**src/rtl/me_ctrl_pkg.sv**
```systemverilog
// me_ctrl_pkg: constants and types shared by the craft motion controller.
//   - Direction codes UP/DOWN/LEFT/RIGHT. Other blocks read direct_o using
//     these codes, so they are defined here and nowhere else.
//   - Default timing constants: 20 ms debounce and a 5 ms repeat at 50 MHz.
//   - FSM state type and small helper functions.
package me_ctrl_pkg;

    localparam logic [1:0] UP    = 2'd0;
    localparam logic [1:0] DOWN  = 2'd1;
    localparam logic [1:0] LEFT  = 2'd2;
    localparam logic [1:0] RIGHT = 2'd3;

    localparam int DEF_DEBOUNCE_CNT = 1_000_000;
    localparam int DEF_MOVE_PERIOD  = 250_000;
    localparam int DEF_FAST_PERIOD  = 125_000;
    localparam int DEF_ACCEL_STEPS  = 16;

    typedef enum logic [1:0] {
        ST_IDLE   = 2'd0,
        ST_HOLD   = 2'd1,
        ST_PAUSED = 2'd2
    } state_t;

    // Width that holds every value in 0..max(a,b,c)-1, with a minimum of 1 bit.
    function automatic int cnt_width(input int a, input int b, input int c);
        int m;
        m = (a > b) ? a : b;
        m = (m > c) ? m : c;
        return (m > 1) ? $clog2(m) : 1;
    endfunction

    // Key vector is {right, left, down, up}. Lower index has higher priority.
    function automatic logic [1:0] resolve_dir(input logic [3:0] keys);
        if (keys[0])      return UP;
        else if (keys[1]) return DOWN;
        else if (keys[2]) return LEFT;
        else              return RIGHT;
    endfunction

endpackage

```
**src/rtl/me_ctrl_key_debounce.sv**
```systemverilog
// key_debounce: two-flop synchroniser followed by a debounce counter for a
// single raw push-button.
//   clk, rst : system clock, asynchronous active-low reset
//   key_raw  : raw button input, asynchronous to clk, active-high
//   key_db   : debounced level. It changes only after the synchronised input
//              has disagreed with it for DEBOUNCE_CNT consecutive cycles.
module key_debounce
    import me_ctrl_pkg::*;
#(
    parameter int DEBOUNCE_CNT = DEF_DEBOUNCE_CNT
) (
    input  logic clk,
    input  logic rst,
    input  logic key_raw,
    output logic key_db
);

    localparam int CW = (DEBOUNCE_CNT > 1) ? $clog2(DEBOUNCE_CNT) : 1;

    logic [1:0]    sync_q;
    logic [CW-1:0] cnt_q;

    // NOTE: non-blocking assignments let every flop sample its pre-edge
    // inputs. With blocking assignments the two synchroniser stages would
    // collapse into one.
    always_ff @(posedge clk or negedge rst) begin
        if (!rst) begin
            sync_q <= 2'b00;
            cnt_q  <= '0;
            key_db <= 1'b0;
        end else begin
            sync_q <= {sync_q[0], key_raw};
            if (sync_q[1] == key_db) begin
                // Any agreeing sample restarts the stability count.
                cnt_q <= '0;
            end else if (cnt_q == CW'(DEBOUNCE_CNT - 1)) begin
                key_db <= sync_q[1];
                cnt_q  <= '0;
            end else begin
                cnt_q <= cnt_q + CW'(1);
            end
        end
    end

endmodule

```
**src/rtl/me_ctrl.sv**
```systemverilog
// me_ctrl: player-craft motion controller.
// Debounces the four direction keys and resolves them to one direction, with
// priority UP > DOWN > LEFT > RIGHT. While a key is held, the block issues
// single-cycle move strobes at a fixed repeat rate. The craft's `moving`
// feedback is used to flag strobes that the craft rejected at a boundary.
//   clk, rst          : system clock, asynchronous active-low reset
//   key_*_i           : raw direction buttons, asynchronous to clk
//   pause_i           : freezes the repeat counter, the direction and strobes
//   moving_i          : craft "moved" flag, sampled two cycles after a strobe
//   move_en_o         : single-cycle move strobe
//   direct_o          : direction code, held between strobes
//   held_o            : a debounced key is being serviced
//   blocked_o         : the most recent strobe was rejected by the craft
// Build option: define ME_CTRL_ACCEL_EN to switch the repeat period to
// FAST_PERIOD after ACCEL_STEPS consecutive accepted strobes.
module me_ctrl
    import me_ctrl_pkg::*;
#(
    parameter int DEBOUNCE_CNT = DEF_DEBOUNCE_CNT,
    parameter int MOVE_PERIOD  = DEF_MOVE_PERIOD,
    parameter int FAST_PERIOD  = DEF_FAST_PERIOD,
    parameter int ACCEL_STEPS  = DEF_ACCEL_STEPS
) (
    input  logic       clk,
    input  logic       rst,
    input  logic       key_up_i,
    input  logic       key_down_i,
    input  logic       key_left_i,
    input  logic       key_right_i,
    input  logic       pause_i,
    input  logic       moving_i,
    output logic       move_en_o,
    output logic [1:0] direct_o,
    output logic       held_o,
    output logic       blocked_o
);

    localparam int CNT_W = cnt_width(MOVE_PERIOD, FAST_PERIOD, ACCEL_STEPS + 1);
    // The counter is loaded with period-1 and a strobe fires when it reads 0,
    // so consecutive strobes are exactly one period apart.
    localparam logic [CNT_W-1:0] MOVE_RELOAD = CNT_W'(MOVE_PERIOD - 1);

    logic [3:0] keys_raw;
    logic [3:0] keys_db;

    assign keys_raw = {key_right_i, key_left_i, key_down_i, key_up_i};

    for (genvar i = 0; i < 4; i++) begin : g_key
        key_debounce #(
            .DEBOUNCE_CNT(DEBOUNCE_CNT)
        ) u_debounce (
            .clk    (clk),
            .rst    (rst),
            .key_raw(keys_raw[i]),
            .key_db (keys_db[i])
        );
    end

    state_t           state_q, state_d;
    state_t           resume_q, resume_d;
    state_t           eff_state;
    logic [CNT_W-1:0] cnt_q, cnt_d;
    logic [CNT_W-1:0] reload_val;
    logic [1:0]       dir_q, dir_d;
    logic [1:0]       res_dir;
    logic             move_en_q, move_en_d;
    logic             blocked_q;
    logic [1:0]       strobe_pipe_q;
    logic             any_key;
    logic             dir_chg;

    assign any_key   = |keys_db;
    assign res_dir   = resolve_dir(keys_db);
    // On the first unpaused cycle the FSM acts as the state it was paused in.
    assign eff_state = (state_q == ST_PAUSED) ? resume_q : state_q;
    // A direction change waits one cycle if a strobe was just issued, so
    // that move_en_o never stays high on two consecutive cycles.
    assign dir_chg   = !move_en_q && (res_dir != dir_q);

`ifdef ME_CTRL_ACCEL_EN
    localparam logic [CNT_W-1:0] FAST_RELOAD = CNT_W'(FAST_PERIOD - 1);

    logic [CNT_W-1:0] accel_q;
    logic             accel_clr;

    // Cleared on entry to HOLD, on release, and on a direction change.
    assign accel_clr  = !pause_i && ((eff_state == ST_IDLE) ? any_key : (!any_key || dir_chg));
    assign reload_val = (accel_q == CNT_W'(ACCEL_STEPS)) ? FAST_RELOAD : MOVE_RELOAD;

    always_ff @(posedge clk or negedge rst) begin
        if (!rst) begin
            accel_q <= '0;
        end else if (accel_clr) begin
            accel_q <= '0;
        end else if (strobe_pipe_q[1]) begin
            if (!moving_i)
                accel_q <= '0;
            else if (accel_q != CNT_W'(ACCEL_STEPS))
                accel_q <= accel_q + CNT_W'(1);
        end
    end
`else
    assign reload_val = MOVE_RELOAD;
`endif

    always_ff @(posedge clk or negedge rst) begin
        if (!rst) begin
            state_q       <= ST_IDLE;
            resume_q      <= ST_IDLE;
            cnt_q         <= '0;
            dir_q         <= UP;
            move_en_q     <= 1'b0;
            blocked_q     <= 1'b0;
            strobe_pipe_q <= 2'b00;
        end else begin
            state_q       <= state_d;
            resume_q      <= resume_d;
            cnt_q         <= cnt_d;
            dir_q         <= dir_d;
            move_en_q     <= move_en_d;
            strobe_pipe_q <= {strobe_pipe_q[0], move_en_q};
            // moving_i is sampled two cycles after the strobe cycle.
            if (strobe_pipe_q[1])
                blocked_q <= !moving_i;
        end
    end

    // NOTE: every signal driven here gets a default first. If some path
    // skipped an assignment, synthesis would infer a latch.
    always_comb begin
        state_d   = state_q;
        resume_d  = resume_q;
        cnt_d     = cnt_q;
        dir_d     = dir_q;
        move_en_d = 1'b0;

        if (pause_i) begin
            state_d = ST_PAUSED;
            if (state_q != ST_PAUSED)
                resume_d = state_q;
        end else if (eff_state == ST_IDLE) begin
            state_d = ST_IDLE;
            if (any_key) begin
                state_d   = ST_HOLD;
                move_en_d = 1'b1;
                dir_d     = res_dir;
                cnt_d     = MOVE_RELOAD;
            end
        end else begin
            state_d = ST_HOLD;
            if (!any_key) begin
                state_d = ST_IDLE;
                cnt_d   = '0;
            end else if (dir_chg) begin
                // A direction change takes priority over a periodic strobe.
                move_en_d = 1'b1;
                dir_d     = res_dir;
                cnt_d     = MOVE_RELOAD;
            end else if (!move_en_q && cnt_q == '0) begin
                move_en_d = 1'b1;
                cnt_d     = reload_val;
            end else if (cnt_q != '0) begin
                cnt_d = cnt_q - CNT_W'(1);
            end
        end
    end

    assign move_en_o = move_en_q;
    assign direct_o  = dir_q;
    assign held_o    = (eff_state == ST_HOLD);
    assign blocked_o = blocked_q;

endmodule

```
**config.mk**
```make
export PLATFORM = sky130hd
export DESIGN_NAME = me_ctrl
export DESIGN_NICKNAME = d
export VERILOG_FILES = /design/src/rtl/me_ctrl_pkg.sv /design/src/rtl/me_ctrl_key_debounce.sv /design/src/rtl/me_ctrl.sv
export SDC_FILE = /design/constraint.sdc
export NUM_CORES = 1
export LEC_CHECK = 0
export CAP_MARGIN = 10
export CORE_UTILIZATION = 60
export DETAILED_ROUTE_END_ITERATION = 16
export PLACE_DENSITY_LB_ADDON = 0.25
export SYNTH_ARGS = -nofsm -noshare
export SYNTH_HDL_FRONTEND = slang
export SYNTH_SLANG_ARGS = --single-unit
```
**constraint.sdc**
```tcl
create_clock -name clk -period 2.48 [get_ports clk]
set_clock_uncertainty 0.05 [all_clocks]
set_input_delay 0.496 -clock clk [delete_from_list [all_inputs] [get_ports clk]]
set_output_delay 0.496 -clock clk [all_outputs]
set_load 0.005 [all_outputs]
```
==> flow_summary.ini <==
[global_route]
grt_overflow = 0
grt_pass1_vias = 4383
grtUsageTotal_pct = 26.1
antenna_found_initial = 0
grt_pass1_wl_mm = 20.3
grt_max_degree = 48

[logic_synthesis]
syn-cell-area_um2 = 5820
async_flop_share_pct = 100
synth_seq_cells = 120
yosysUniqueCellTypes = 47
synthFlopType = dfrtp_1
netlist_top_cells_area = dfrtp_1 (52%), xnor2_1 (8.4%), nor2_1 (6.4%), xor2_1 (3.2%), nand3_1 (2.8%)
synthMuxAreaShare_pct = 1.31
synth_top_area_cell = dfrtp_1
yosys_warnings = 0
ys_seq_area_share_pct = 51.6
synthAdderAreaFrac_pct = 1.07
synth_top_family_by_area = simple AND/OR/NAND/NOR gates
syn_inst = 588
synthSimpleGateAreaFrac_pct = 23.8
synth-edff-count = 0
yosysMostFrequentCell = dfrtp_1
yosys.area.top_type_share_pct = 51.6
synth_compound_area_share_pct = 7.33
syn_avg_cell_area_um2 = 9.90
synth_xor_area_share_pct = 11.6
synthTopCellsByCount = dfrtp_1 (120), nor2_1 (100), xnor2_1 (56), nand3_1 (32), nand2_1 (30)
synth_nets = 601

[worst_setup_path]
crit_path_start = state_q[0]
critPathMaxFanout = 6
endpoint_kind = output port
r2r_start = cnt_q[0]
crit_path_start_kind = flop
required_ns = 1.93
path_class = flop to output port
arrival_ns = 1.78

[floorplanning]
die_area_um2 = 10100
coreArea_um2 = 9330
rows = 35
pin_count = 13
die_y_um = 100
die_w_um = 100
start_util_pct = 62.4

[place]
hpwl_mm = 7.59
port-buffer-count = 12
routabilityCongestion = 0.835
post-place-ws_ns = 0.175

[run]
drv_cap = 0

[cts]
cts_tree = built
clock_latency_ns = 0.52
h-tree-depth = 4
cts_root_buf = clkbuf_8
clockBufferDepth = 2
cts_sinks = 120
numCtsBuffers = 17
clkTransAtPathRegs_ns = 0.06

[detailed_routing]
drcViolationCount = 0
wire_per_inst_um = 15.4
viasPerCell = 5.79
ant_nets = 0
routed_wl_mm = 11.6
vias = 4381
drtIter0Drc = 228
drtPass1Iterations = 6

[cells_and_area]
drive_gt1_share_pct = 10.2
antenna_cells = 0
nets = 628
area_growth_syn_to_layout_pct = 16.1

[outcome]
status = finished clean

[timing]
rsz0062_at_grt = false
fmax_mhz = 430
whs_ns = 0.297
maxSlewViolCount = 0
period_needed_ns = 2.32
finalHoldViolations = 0
fin_ws_ns = 0.156
tightest_slew_ns = 0.730
period_share_pct = 93.7
finalSetupViolCount = 0
fin_setup_tns_ns = 0
max_slew_margin_pct = 50.9

[power_and_ir_drop]
power.leakage_uw = 0.00282
peakVddDrop_v = 0.000538
p_total_uw = 4780
powerDensity_nw_per_um2 = 707

[worst_hold_path]
min_path_type = flop to flop
holdCritStartpoint = g_key[1].u_debounce.sync_q[0]
## logic make-up (layout without fill, tap and decap cells)
kind of cell | after synthesis | after routing
AOI/OAI and AO/OA | 60 | 60
xor gates and xnor gates | 77 | 77
adders and majority gates | 5 | 5
buffers and inverters | 48 | 88
DFF | 120 | 120
muxes | 7 | 7
and+or+nand+nor | 271 | 271
## repair_timing
action,4_1_cts,5_1_grt
hold buffers,1,0
gates resized for setup,0,3
endpoints found under the setup margin,0,5
setup buffers,0,0
endpoints found under the hold margin,36,0
## final cells by class
cell class | count | area, µm²
inverters | 29 | 109
repair buffers | 27 | 245
clock buffers | 18 | 428
multi-input cells | 420 | 2640
well taps | 129 | 161
flip-flops and latches | 120 | 3000
clock inverters | 14 | 175
fillers | 677 | 2570
## worst max-delay path, stage by stage, from the launching register on
cell	delay (ns)
dfrtp_1	0.40
inv_2	0.11
nand4_1	0.09
o21ai_0	0.10
clkdlybuf4s50_1	0.55
## worst paths after layout
| kind | end | slack (ns) | cells after the start |
|---|---|---|---|
| max | held_o | 0.16 | 4 |
| min | g_key[1].u_debounce.sync_q[1] | 0.30 | 0 |
| max reg2reg | cnt_q[12] | 0.27 | 8 |
| min reg2reg | g_key[1].u_debounce.sync_q[1] | 0.30 | 0 |
| max in group asynchronous | cnt_q[17] | 1.27 | 3 |
| min in group asynchronous | g_key[0].u_debounce.cnt_q[7] | 0.44 | 2 |
## layer usage
layer  vias up  part of all wire, %  global-route usage (%)  routed length (µm)
li1       2111                    -                       -                   -
met1      2156                   44                    32.3                5100
met3        18                  4.0                    8.32                 465
met2        96                   51                    43.0                5940
met5         -                    0                       0                   0
met4         0                  1.1                    9.36                 130
## placed cells by master (no fill, tap or decap), drive strengths merged, types with 8 or more instances in the layout
cell / count
a31oi: 19
a41oi: 8
and3: 12
and4: 11
buf: 15
clkbuf: 18
clkdlybuf4s50: 11
dfrtp: 120
inv: 30
nand2: 30
nand3: 32
nand4: 18
nor2: 100
nor3: 23
nor4: 16
o21ai: 8
o22a: 8
xnor2: 56
xor2: 21
## flip-flops by register name (all words and copies together) (netlist names)
register,count
cnt_q,18
move_en_o,1
state_q,2
strobe_pipe_q,2
g_key.u_debounce.key_db,4
direct_o,2
resume_q,2
g_key.u_debounce.cnt_q,80
blocked_o,1
g_key.u_debounce.sync_q,8
## power breakdown
group          switching, µW  internal (µW)  leakage [µW]
Combinational            128           89.9      0.000925
Clock                    908           1560      0.000276
Sequential              72.3           2020       0.00162
## stage by stage
stage	instances	cell area [µm²]	utilization, %
floorplan	588	5820	-
global placement	724	6130	65.8
detailed placement	724	6130	65.8
CTS	757	6750	72.3
global route	757	6760	72.4
finish	757	6760	72.4
(Power assumes the default switching activity.)
